[src/rtl/forward_scoreboard_pkg.sv]
// Shared types for the forwarding scoreboard: producer kinds, stall FSM states,
// scoreboard entry layout and a helper for the forward-select width.
package diaosi_types_pkg;

  // Widest register select an entry can hold; narrower selects are zero-extended.
  localparam int FWD_WSEL_W = 8;

  typedef enum logic [1:0] {
    KIND_ALU  = 2'd0,
    KIND_LUI  = 2'd1,
    KIND_LOAD = 2'd2
  } fwd_kind_t;

  typedef enum logic {
    RUN      = 1'b0,
    LU_STALL = 1'b1
  } fwd_state_t;

  typedef struct packed {
    logic                  valid;
    logic [FWD_WSEL_W-1:0] wsel;
    fwd_kind_t             kind;
  } fwd_entry_t;

  // Bits needed to encode "register file" (0) plus stages 1..nstages.
  function automatic int fwd_sel_width(input int nstages);
    return $clog2(nstages + 1);
  endfunction

endpackage

[src/rtl/forward_scoreboard_if.sv]
// Decode/hazard-controller side bus of the forwarding scoreboard.
// Optional statistics counters appear only when FWD_STATS_EN is defined.
interface forward_scoreboard_if #(
  parameter int NSTAGES = 3,
  parameter int NSRC    = 2,
  parameter int REGW    = 5
);
  localparam int SELW = $clog2(NSTAGES + 1);

  logic                   advance;
  logic                   flush;
  logic                   iss_valid;
  logic                   iss_wen;
  logic [REGW-1:0]        iss_wsel;
  logic [1:0]             iss_kind;
  logic [NSRC*REGW-1:0]   rsel;
  logic [NSRC*SELW-1:0]   fwd_sel;
  logic [NSRC*2-1:0]      fwd_kind;
  logic                   stall;
`ifdef FWD_STATS_EN
  logic [31:0]            stall_cycles;
  logic [31:0]            fwd_hits;
`endif

  modport master (
    output advance, flush, iss_valid, iss_wen, iss_wsel, iss_kind, rsel,
`ifdef FWD_STATS_EN
    input  stall_cycles, fwd_hits,
`endif
    input  fwd_sel, fwd_kind, stall
  );

  modport slave (
    input  advance, flush, iss_valid, iss_wen, iss_wsel, iss_kind, rsel,
`ifdef FWD_STATS_EN
    output stall_cycles, fwd_hits,
`endif
    output fwd_sel, fwd_kind, stall
  );

endinterface

[src/rtl/forward_scoreboard_match.sv]
// One decode operand compared against every scoreboard stage; the youngest
// valid matching stage wins. No match selects the register file (0).
module fwd_stage_match
  import diaosi_types_pkg::*;
#(
  parameter  int NSTAGES = 3,
  parameter  int REGW    = 5,
  localparam int SELW    = fwd_sel_width(NSTAGES)
) (
  input  logic [REGW-1:0]          i_rsel,
  input  fwd_entry_t [NSTAGES-1:0] i_stages,
  output logic [SELW-1:0]          o_sel,
  output fwd_kind_t                o_kind,
  output logic                     o_match
);

  // Scan oldest to youngest so the youngest match is the last one written.
  always_comb begin
    o_sel   = '0;
    o_kind  = KIND_ALU;
    o_match = 1'b0;
    for (int k = NSTAGES - 1; k >= 0; k--) begin
      if (i_stages[k].valid && (i_stages[k].wsel == FWD_WSEL_W'(i_rsel))) begin
        o_sel   = SELW'(k + 1);
        o_kind  = i_stages[k].kind;
        o_match = 1'b1;
      end
    end
  end

endmodule

[src/rtl/forward_scoreboard.sv]
// Forwarding scoreboard: tracks in-flight register writes over NSTAGES stages,
// produces per-operand forward selects and runs the load-use stall FSM.
// Optional feature macro: FWD_STATS_EN adds stall_cycles / fwd_hits counters.
module forward_scoreboard
  import diaosi_types_pkg::*;
#(
  parameter int NSTAGES = 3,
  parameter int NSRC    = 2,
  parameter int REGW    = 5
) (
  input logic                  CLK,
  input logic                  nRST,
  forward_scoreboard_if.slave  bus
);

  localparam int SELW = fwd_sel_width(NSTAGES);

  // Index 0 holds stage 1 (youngest), index NSTAGES-1 the oldest stage.
  fwd_entry_t [NSTAGES-1:0] r_stages;
  fwd_state_t               r_state;

  fwd_entry_t               w_issEntry;
  logic [SELW-1:0]          w_opSel   [NSRC];
  fwd_kind_t                w_opKind  [NSRC];
  logic                     w_opMatch [NSRC];
  logic [NSRC*SELW-1:0]     w_fwdSel;
  logic [NSRC*2-1:0]        w_fwdKind;
  logic                     w_hazard;
  logic                     w_stall;

  for (genvar i = 0; i < NSRC; i++) begin : g_op
    fwd_stage_match #(
      .NSTAGES (NSTAGES),
      .REGW    (REGW)
    ) u_match (
      .i_rsel   (bus.rsel[i*REGW +: REGW]),
      .i_stages (r_stages),
      .o_sel    (w_opSel[i]),
      .o_kind   (w_opKind[i]),
      .o_match  (w_opMatch[i])
    );
  end

  // Pack operand results and flag a load sitting in stage 1 that an operand needs.
  always_comb begin
    w_hazard  = 1'b0;
    w_fwdSel  = '0;
    w_fwdKind = '0;
    for (int i = 0; i < NSRC; i++) begin
      w_fwdSel[i*SELW +: SELW] = w_opSel[i];
      w_fwdKind[i*2 +: 2]      = w_opKind[i];
      if (w_opMatch[i] && (w_opSel[i] == SELW'(1)) && (w_opKind[i] == KIND_LOAD)) begin
        w_hazard = 1'b1;
      end
    end
  end

  assign w_stall = (r_state == LU_STALL) || w_hazard;

  // Build the entry decode would push; register 0 and stalled slots become bubbles.
  always_comb begin
    w_issEntry = '0;
    if (bus.iss_valid && bus.iss_wen && (bus.iss_wsel != '0) && !w_stall) begin
      w_issEntry.valid = 1'b1;
      w_issEntry.wsel  = FWD_WSEL_W'(bus.iss_wsel);
      w_issEntry.kind  = fwd_kind_t'(bus.iss_kind);
    end
  end

  // Shift the scoreboard on advance; a flush drops the stage-1 entry instead of shifting it.
  always_ff @(posedge CLK or negedge nRST) begin
    if (!nRST) begin
      r_stages <= '0;
    end else if (bus.advance) begin
      for (int k = NSTAGES - 1; k >= 1; k--) begin
        r_stages[k] <= r_stages[k-1];
      end
      r_stages[0] <= w_issEntry;
      if (bus.flush) begin
        r_stages[1] <= '0;
        r_stages[0] <= '0;
      end
    end else if (bus.flush) begin
      r_stages[0].valid <= 1'b0;
    end
  end

  // Latch a load-use stall that cannot resolve this cycle; advance or flush releases it.
  always_ff @(posedge CLK or negedge nRST) begin
    if (!nRST) begin
      r_state <= RUN;
    end else begin
      case (r_state)
        RUN: begin
          if (w_hazard && !bus.advance && !bus.flush) begin
            r_state <= LU_STALL;
          end
        end
        LU_STALL: begin
          if (bus.advance || bus.flush) begin
            r_state <= RUN;
          end
        end
        default: r_state <= RUN;
      endcase
    end
  end

  assign bus.fwd_sel  = w_fwdSel;
  assign bus.fwd_kind = w_fwdKind;
  assign bus.stall    = w_stall;

`ifdef FWD_STATS_EN
  logic        w_anyFwd;
  logic [31:0] r_stallCycles;
  logic [31:0] r_fwdHits;

  // Any operand taking a forwarded value this cycle.
  always_comb begin
    w_anyFwd = 1'b0;
    for (int i = 0; i < NSRC; i++) begin
      if (w_opMatch[i]) begin
        w_anyFwd = 1'b1;
      end
    end
  end

  // Free-running wrap-around counters of stall cycles and forwarding advances.
  always_ff @(posedge CLK or negedge nRST) begin
    if (!nRST) begin
      r_stallCycles <= '0;
      r_fwdHits     <= '0;
    end else begin
      if (w_stall) begin
        r_stallCycles <= r_stallCycles + 32'd1;
      end
      if (bus.advance && w_anyFwd) begin
        r_fwdHits <= r_fwdHits + 32'd1;
      end
    end
  end

  assign bus.stall_cycles = r_stallCycles;
  assign bus.fwd_hits     = r_fwdHits;
`endif

endmodule

[src/flat_wrapper.sv]
// flat-port wrapper written by rule: the top's interface ports become plain ports
module forward_scoreboard_flat import diaosi_types_pkg::*;
#(
  parameter int NSTAGES = 3,
  parameter int NSRC    = 2,
  parameter int REGW    = 5
)
  (CLK, nRST, bus_advance, bus_flush, bus_iss_valid, bus_iss_wen, bus_iss_wsel, bus_iss_kind, bus_rsel, bus_fwd_sel, bus_fwd_kind, bus_stall);
  forward_scoreboard_if #(.NSTAGES(NSTAGES), .NSRC(NSRC), .REGW(REGW)) bus_i ();
  input logic CLK;
  input logic nRST;
  input wire logic [$bits(bus_i.advance)-1:0] bus_advance;
  input wire logic [$bits(bus_i.flush)-1:0] bus_flush;
  input wire logic [$bits(bus_i.iss_valid)-1:0] bus_iss_valid;
  input wire logic [$bits(bus_i.iss_wen)-1:0] bus_iss_wen;
  input wire logic [$bits(bus_i.iss_wsel)-1:0] bus_iss_wsel;
  input wire logic [$bits(bus_i.iss_kind)-1:0] bus_iss_kind;
  input wire logic [$bits(bus_i.rsel)-1:0] bus_rsel;
  output wire logic [$bits(bus_i.fwd_sel)-1:0] bus_fwd_sel;
  output wire logic [$bits(bus_i.fwd_kind)-1:0] bus_fwd_kind;
  output wire logic [$bits(bus_i.stall)-1:0] bus_stall;
  assign bus_i.advance = bus_advance;
  assign bus_i.flush = bus_flush;
  assign bus_i.iss_valid = bus_iss_valid;
  assign bus_i.iss_wen = bus_iss_wen;
  assign bus_i.iss_wsel = bus_iss_wsel;
  assign bus_i.iss_kind = bus_iss_kind;
  assign bus_i.rsel = bus_rsel;
  assign bus_fwd_sel = bus_i.fwd_sel;
  assign bus_fwd_kind = bus_i.fwd_kind;
  assign bus_stall = bus_i.stall;
  forward_scoreboard #(.NSTAGES(NSTAGES), .NSRC(NSRC), .REGW(REGW)) u_core (.CLK(CLK), .nRST(nRST), .bus(bus_i));
endmodule
[config.mk]
export PLATFORM = sky130hd
export DESIGN_NAME = forward_scoreboard_flat
export DESIGN_NICKNAME = d
export VERILOG_FILES = /design/src/rtl/forward_scoreboard_pkg.sv /design/src/rtl/forward_scoreboard_if.sv /design/src/rtl/forward_scoreboard_match.sv /design/src/rtl/forward_scoreboard.sv /design/src/flat_wrapper.sv
export SDC_FILE = /design/constraint.sdc
export NUM_CORES = 1
export LEC_CHECK = 0
export ABC_AREA = 1
export CELL_PAD_IN_SITES_DETAIL_PLACEMENT = 0
export CELL_PAD_IN_SITES_GLOBAL_PLACEMENT = 1
export CORE_MARGIN = 2
export CORE_UTILIZATION = 36
export DETAILED_ROUTE_END_ITERATION = 6
export GPL_TIMING_DRIVEN = 0
export PLACE_DENSITY_LB_ADDON = 0.1
export RECOVER_POWER = 25
export SLEW_MARGIN = 5
export SYNTH_ARGS = -nofsm -noshare
export SYNTH_HDL_FRONTEND = slang
export SYNTH_HIERARCHICAL = 1
export SYNTH_SLANG_ARGS = --single-unit
[constraint.sdc]
create_clock -name CLK -period 2.8 [get_ports CLK]
set_clock_uncertainty 0.05 [all_clocks]
set_input_delay 0.84 -clock CLK [delete_from_list [all_inputs] [get_ports CLK]]
set_output_delay 0.84 -clock CLK [all_outputs]
set_load 0.02 [all_outputs]
Yosys cells after proc, flatten, opt, wreduce, memory -nomap -nowiden --
Index checks and enable logic that the tools add are counted.
Word-level totals: output and inout port bits 9, register bits 34, logic and storage cells 70, input port bits 23
Cells by class: equal/unequal tests 10, bitwise logic cells 1, reductions and logical operators 22, multiplexer cells 27
Operators by type and width (number):
- 8-bit by 5-bit equality test with 1-bit output | 6
- 2-bit 2-to-1 mux | 12
- 22-bit 2-to-1 mux | 1
- 1-bit logical AND | 15
- 1-bit 2-to-1 mux | 12
- 11-bit 2-to-1 mux | 1
- 5-bit nonzero test | 1
- 2-bit by 1-bit equality test with 1-bit output (second input constant) | 2
- 2-bit equality test (second input constant) | 2
- 1-bit zero test | 3
- 1-bit logical OR | 2
- 1-bit case mux with 2 select lines | 1
- 2-bit nonzero test | 1
- 1-bit inverter | 1

Longest topological paths before layout --
Gate-level depths: netlist of the first run.
depth in word-level cells 16, depth in mapped cells 16, mapped depth without buffers 16

Modules after synthesis --
The synthesis of the first run kept the hierarchy.
Modules (own cells, without submodules):
- forward_scoreboard | cells each 124, sequential area each 625.6 um^2, area an instance 1057.3 um^2, times used 1
- fwd_stage_match | cells each 92, sequential area each 0.0 um^2, area an instance 395.4 um^2, times used 2

Least setup slack after synthesis of the first run --
OpenSTA, ideal clock, no wires.
path kind input-to-output, from in bus_rsel[2], to out bus_stall, stages 9, slack -440 ps, path buffers 0, arrival 2350 ps, required time 1910 ps, cell sequence inv_1 o21ai_0 nor2_1 nand3_2 nor2_1 nor2_1 a21oi_1 nand3_1 o211ai_1
On the way: elaborated cells on any way between the ends 22, classes of those cells eq/ne (5); mux (11); reduce/logical (6)
RTL lines:
- start, declared | line flat_wrapper.sv:18 | input wire logic [$bits(bus_i.rsel)-1:0] bus_rsel;
- 8-bit by 5-bit equality test with 1-bit output | line forward_scoreboard_match.sv:23 | if (i_stages[k].valid && (i_stages[k].wsel == FWD_WSEL_W'(i_rsel))) begin
- 1-bit logical AND | line forward_scoreboard_match.sv:23
- 2-bit 2-to-1 mux (2 in a row) | line forward_scoreboard_match.sv:23
- 2-bit 2-to-1 mux (*) | line forward_scoreboard_match.sv:23
- via bus_fwd_kind[1] | line flat_wrapper.sv:20 | output wire logic [$bits(bus_i.fwd_kind)-1:0] bus_fwd_kind;
- 2-bit equality test (*) | line forward_scoreboard.sv:52 | if (w_opMatch[i] && (w_opSel[i] == SELW'(1)) && (w_opKind[i] == KIND_LOAD)) begin
- 1-bit logical AND (*) | line forward_scoreboard.sv:52
- 1-bit 2-to-1 mux (*) (2 in a row) | line forward_scoreboard.sv:52
- 1-bit logical OR (*) | line forward_scoreboard.sv:58 | assign w_stall = (r_state == LU_STALL) || w_hazard;
- end, declared | line flat_wrapper.sv:21 | output wire logic [$bits(bus_i.stall)-1:0] bus_stall;
Mark *: on every way through the listed nets, which the timed path passes. The rest lies on a longest branch.

==> results.json, run 1 <==
{
  "critPathArrivalTime_ps": 2330,
  "drc": 0,
  "worstSetupEndpointType": "primary output",
  "fmaxAchievable_ghz": 0.311,
  "ys_async_sr_fraction_pct": 100,
  "antenna_found_initial": 0,
  "status": "finished with violations",
  "ios": 32,
  "final_cells": 444,
  "dr.pass1.iters": 4,
  "synth-seq-area-share_pct": 33.9,
  "hold_class": "reg2reg",
  "relSlewSlack_pct": 24.9,
  "gp_congestion": 0.773,
  "drt-met1-wl_um": 2530,
  "ant_nets": 0,
  "muxShareOfSynthArea_pct": 0,
  "fin_crit_sh_pct": 115,
  "die_x_um": 75.6,
  "tightest_slew_ps": 1120,
  "synth_ff_type": "dfrtp_1",
  "cts_root_buf": "clkbuf_8",
  "dr_wl_met2_um": 2180,
  "clk_path_buf_depth": 2,
  "wl_met3_um": 198,
  "maxCapViolations": 0,
  "drive_above_1_share_pct": 28.1,
  "hold_viol_final": 0,
  "drt-total-wl_um": 4940,
  "worstSkewPairLatency_ps": 260,
  "hold_slack_ps": 465,
  "initialDrtViolationCount": 47,
  "ir_drop_mv": 0.250,
  "viasPerCell": 4.36,
  "placed_area_mm2": 0.00233,
  "area_growth_pct": 45.0,
  "power_density_mw_per_mm2": 279,
  "violations": "negative setup slack",
  "via_count": 1934,
  "antennaDiodeCount": 0,
  "synthSimpleGateAreaFrac_pct": 45.5,
  "start_kind": "primary input",
  "path_class": "in2out",
  "path_max_fanout": 4,
  "htreeDepth": 1,
  "min_period_ps": 3220,
  "initial_core_util_pct": 36.7,
  "synth_compound_area_share_pct": 5.01,
  "synthTopCellsByCount": "119 x nand2_1, 48 x inv_1, 40 x nor2_1",
  "core_area_mm2": 0.00504,
  "cts_tree": "built",
  "synth_edf_count": 0,
  "syn_inst": 308,
  "placed_cells": 425,
  "postLayoutSetupSlackWorst_ps": -419,
  "synth_top_area_cell": "dfrtp_1",
  "wl_per_cell_um": 11.1,
  "synth_top_family_by_area": "simple AND/OR/NAND/NOR gates",
  "row_count": 26,
  "synth.distinct_cells": 23,
  "clock_sinks": 25,
  "final_area_mm2": 0.00268,
  "synth_area_mm2": 0.00185,
  "grt_max_degree": 26,
  "grt_setup_unrepaired": "true",
  "nFillCells": 523,
  "synthAdderAreaFrac_pct": 0,
  "cts_buffers": 3,
  "multi_input_area_mm2": 0.00124,
  "power.leakage_nw": 1.28,
  "nets": 398,
  "final-max-slew-violation-count": 0,
  "crit_required_ps": 1910,
  "grt_util_all_layers_pct": 18.4,
  "dp_hpwl_um": 3670,
  "setup_viol": 4,
  "synth_top_area_share_pct": 33.9,
  "path_clk_slew_ps": 80,
  "synth.most_common_cell": "nand2_1",
  "overflow": 0,
  "synth_seq_cells": 25,
  "grt_first_pass_wirelength_um": 7910,
  "io_buffers": 30,
  "ys_warn_count": 6,
  "dieHeight_um": 75.6,
  "grt_pass1_vias": 1679,
  "seqCellArea_um2": 626,
  "top_layer_used": "met4",
  "dieArea_mm2": 0.00572,
  "synth_area_leaders": "dfrtp_1 34%, nand2_1 24%, inv_1 9.7%, nor2_1 8.1%, nand3_1 6.8%",
  "dp_slack_ps": -1540,
  "synth_area_per_cell_um2": 6.00,
  "synthXorXnorAreaFrac_pct": 2.84
}
-- metal layers --
| layer | global-route usage, % | up-vias |
|---|---|---|
| met1 | 28.4 | 851 |
| met3 | 1.19 | 2 |
| met2 | 28.2 | 38 |
| li1 | - | 1043 |
| met5 | 0 | - |
| met4 | 4.09 | 0 |
-- state kept, by name, summed over array words and instances (netlist names) --
| register | flops |
|---|---|
| u_core/r_state | 1 |
| u_core/r_stages | 24 |
-- path summary, 6_finish.rpt --
path | start | end | slack [ps] | cells past startpoint
worst min-delay path | u_core/r_stages[32] | u_core/r_stages[32] | 470 | 2
worst max register to register | u_core/r_stages[6] | u_core/r_stages[3] | 660 | 17
min in group asynchronous | nRST | u_core/r_stages[23] | 1120 | 1
worst min register to register | u_core/r_stages[32] | u_core/r_stages[32] | 470 | 2
max in group asynchronous | nRST | u_core/r_stages[17] | 900 | 1
worst max-delay path | bus_rsel[1] | bus_stall | -420 | 11
-- kinds of logic after synthesis --
logic type,after synthesis
simple gates,199
buf+inv,59
flops,25
compound gates,18
xor+xnor,6
other cells,1
-- worst max-delay path: stages --
cell,delay (ps)
buf_8,100
xor2_1,150
nor2_1,140
nand2_2,90
nor2_4,140
inv_2,70
buf_4,150
nand2_1,80
nand3_2,90
o211ai_1,280
buf_4,200
-- placed cells by master, fill, tap and decap left out, drive strengths merged, types with 4 or more instances in the layout --
cell           netlist  final
nand2              119    119
inv                 54     53
nor2                47     47
buf                  4     35
nand3               27     27
dfrtp               25     25
conb                 1     18
o21ai               13     13
clkdlybuf4s50        0     10
clkbuf               0      7
xor2                 4      4
a21oi                4      4
-- cell type report --
class                      instances  area share [%]
multi-input combinational        241            46.5
sequential                        25            23.4
timing repair buffer              45            16.2
inverter                          55            8.45
tap                               70            3.27
clock buffer                       4            1.68
buffer                             4           0.607
-- stage by stage --
step | TNS [ps] | power [mW] | util (%)
2_1_floorplan | -313 | 0.460 | -
3_3_place_gp | -12470 | 0.523 | 46.1
3_5_place_dp | -12250 | 0.524 | 46.1
4_1_cts | -822 | 0.735 | 48.6
5_1_grt | -1250 | 0.797 | 53.1
6_report | -754 | 0.748 | 53.1
-- where the power goes --
part	internal (mW)	leakage (nW)	switching, mW	total [mW]
logic	0.0654	0.912	0.0827	0.148
registers	0.371	0.346	0.0166	0.388
clock network	0.102	0.0228	0.110	0.212
-- repair_timing --
| action | CTS | global route |
|---|---|---|
| gates resized for setup | 112 | 61 |
| hold buffers | 0 | 0 |
| setup endpoints to repair | 17 | 9 |
| pin swaps | 27 | 29 |
| setup buffers | 7 | 10 |
No activity file was read; power rests on OpenSTA's default activity.
==> run 2, diff against run 1 <==
Settings changed: ABC_AREA 1 to 0, CORE_UTILIZATION 36 to 40.
==> results.json, run 2 <==
{
  "clk_path_buf_depth": 2,
  "final-max-slew-violation-count": 0,
  "row_count": 23,
  "die_x_um": 68.2,
  "intPower_mw": 0.560,
  "io_buffers": 31,
  "crit_required_ps": 1910,
  "fin_crit_sh_pct": 127,
  "synthSimpleGateAreaFrac_pct": 23.1,
  "power_density_mw_per_mm2": 290,
  "ys_warn_count": 6,
  "placed_area_mm2": 0.00216,
  "comb_power_share_pct": 21.3,
  "nets": 255,
  "drive_above_1_share_pct": 41.6,
  "synth_top_family_by_area": "simple AND/OR/NAND/NOR gates",
  "synthAdderAreaFrac_pct": 0,
  "wl_per_cell_um": 16.2,
  "p_sw_mw": 0.204,
  "swShare_pct": 26.7,
  "tightest_slew_ps": 1350,
  "postLayoutSetupSlackWorst_ps": -768,
  "grt_first_pass_wirelength_um": 7150,
  "overflow": 0,
  "dp_slack_ps": -1680,
  "ir_drop_mv": 0.164,
  "power.leakage_nw": 1.09,
  "synth_area_per_cell_um2": 10.4,
  "hold_buffers": 0,
  "core_area_mm2": 0.00397,
  "placed_cells": 256,
  "fin_tns_setup_ps": -2800,
  "cts_tree": "built",
  "worstSkewPairLatency_ps": 260,
  "antenna_found_initial": 0,
  "reg_top3": "u_core/r_stages (24), u_core/r_state (1)",
  "cts_buffers": 3,
  "synth.most_common_cell": "dfrtp_1",
  "maxCapViolations": 0,
  "synth_edf_count": 0,
  "drc": 0,
  "p_clk_share_pct": 27.7,
  "synth-seq-area-share_pct": 37.9,
  "synth_ff_type": "dfrtp_1",
  "drt-total-wl_um": 4550,
  "synth.distinct_cells": 31,
  "path_class": "in2out",
  "mostFrequentLayoutCell": "dfrtp_1",
  "grt_max_degree": 26,
  "min_period_ps": 3570,
  "dieArea_mm2": 0.00466,
  "gp_congestion": 0.806,
  "clock_sinks": 25,
  "nFillCells": 307,
  "ys_async_sr_fraction_pct": 100,
  "crit_path_top_delay_cell": "nor4_4",
  "syn_inst": 158,
  "setup_viol": 16,
  "violations": "negative setup slack",
  "path_clk_slew_ps": 90,
  "synthTopCellsByCount": "25 x dfrtp_1, 22 x xnor2_1, 10 x a22o_1",
  "seqCellArea_um2": 626,
  "synth_top_area_share_pct": 37.9,
  "dr.pass1.iters": 4,
  "relSlewSlack_pct": 9.78,
  "path_max_fanout": 6,
  "start_kind": "primary input",
  "ant_nets": 0,
  "antennaDiodeCount": 0,
  "largest-register": "u_core/r_stages",
  "critPathArrivalTime_ps": 2680,
  "largest_reg_flops": 24,
  "final_cells": 281,
  "muxShareOfSynthArea_pct": 5.46,
  "htreeDepth": 1,
  "initialDrtViolationCount": 46,
  "grt_setup_unrepaired": "true",
  "synth_top_area_cell": "dfrtp_1",
  "synth_compound_area_share_pct": 15.2,
  "final_cell_mix": "25 x dfrtp_1, 18 x buf_6, 18 x buf_4, 18 x conb_1, 12 x xnor2_1",
  "slowest_delay_ps": 420,
  "synth_area_mm2": 0.00165,
  "synth_seq_cells": 25,
  "grt_util_all_layers_pct": 21.4,
  "viasPerCell": 5.26,
  "fmaxAchievable_ghz": 0.280,
  "hold_viol_final": 0,
  "grt_pass1_vias": 1452,
  "synthXorXnorAreaFrac_pct": 15.9,
  "dieHeight_um": 68.2,
  "hold_class": "reg2reg",
  "final_area_mm2": 0.00264,
  "ios": 32,
  "status": "finished with violations",
  "via_count": 1479,
  "dp_hpwl_um": 3330,
  "multi_input_area_mm2": 0.00134,
  "area_growth_pct": 59.7,
  "initial_core_util_pct": 41.6,
  "synth_area_leaders": "dfrtp_1 38%, xnor2_1 12%, mux2_2 5.5%, a22o_1 5.3%, xor2_1 4.2%",
  "worstSetupEndpointType": "primary output",
  "sequentialPowerShare_pct": 51.0,
  "worstPathCellList": "buf_12, xor2_4, nor4_4, nand4_1, a31oi_4, nand4b_1, nor2_4, or3_4, buf_6",
  "cts_root_buf": "clkbuf_8"
}
-- run 2: cell count changes after synthesis, moves of 5 or more --
cell | previous run | this run
xnor2_1 | 2 | 22
nor2_1 | 40 | 6
a22o_1 | 0 | 10
inv_2 | 5 | 0
nand4_1 | 2 | 8
nor4b_1 | 0 | 6
nand2_1 | 119 | 8
inv_1 | 48 | 6
nand3_1 | 25 | 4
mux2_2 | 0 | 8
-- run 2: power groups by stage --
stage / sequential (mW) / clock (mW) / combinational [mW]
after detailed placement: 0.394 / 0 / 0.128
final: 0.390 / 0.212 / 0.163
after CTS: 0.388 / 0.222 / 0.151
after global placement: 0.393 / 0 / 0.126
after floorplan: 0.389 / 0 / 0.0668
after global routing: 0.392 / 0.236 / 0.176
-- run 2: worst max-delay path, delay by kind of cell --
family / cells / cell delay [ps]
AND/OR/NAND/NOR: 5 / 1250
buffers and inverters: 2 / 250
AO/OA/AOI/OAI: 1 / 180
XOR/XNOR: 1 / 150
-- run 2: per-stage QoR --
stage	hold slack [ps]	utilization, %	power, mW
floorplan	429	-	0.455
global placement	458	54.3	0.518
detailed placement	474	54.3	0.521
CTS	495	63.4	0.761
global route	516	66.4	0.803
finish	487	66.4	0.764
-- run 2: final cells by class --
cell class              count  area share, %
inverters                   6          0.855
well taps                  50           2.37
clock buffers               3           1.57
multi-input cells         141           51.0
flip-flops and latches     25           23.7
repair buffers             52           19.8
clock inverters             1          0.190
plain buffers               3          0.475
-- run 2: final timing paths --
| check | from | to | slack (ps) | depth (start not counted) |
|---|---|---|---|---|
| max in group asynchronous | nRST | u_core/r_stages[13] | 1100 | 1 |
| worst max register to register | u_core/r_stages[13] | u_core/r_stages[5] | 70 | 11 |
| min in group asynchronous | nRST | u_core/r_stages[23] | 810 | 1 |
| worst max-delay path | bus_rsel[5] | bus_stall | -770 | 9 |
| worst min-delay path | u_core/r_stages[10] | u_core/r_stages[10] | 490 | 1 |
| worst min register to register | u_core/r_stages[10] | u_core/r_stages[10] | 490 | 1 |
-- run 2: what timing repair did --
item / in CTS / in global routing
setup endpoints to repair: 18 / 17
gates resized for setup: 136 / 25
buffers inserted: 19 / 3
pin swaps: 27 / 20
-- run 2: logic make-up after synthesis --
group / after synthesis
AND/OR/NAND/NOR: 56
XOR/XNOR: 30
AO/OA/AOI/OAI: 29
flip-flops: 25
buffers and inverters: 9
multiplexers: 8
other: 1
-- run 2: metal layers --
metal  GRT usage [%]  up-vias  routed length [um]
li1                -      709                   -
met5               0        -                   0
met3            3.29        4                 239
met4            5.75        0                  40
met2            36.0       38                2360
met1            28.8      728                1900
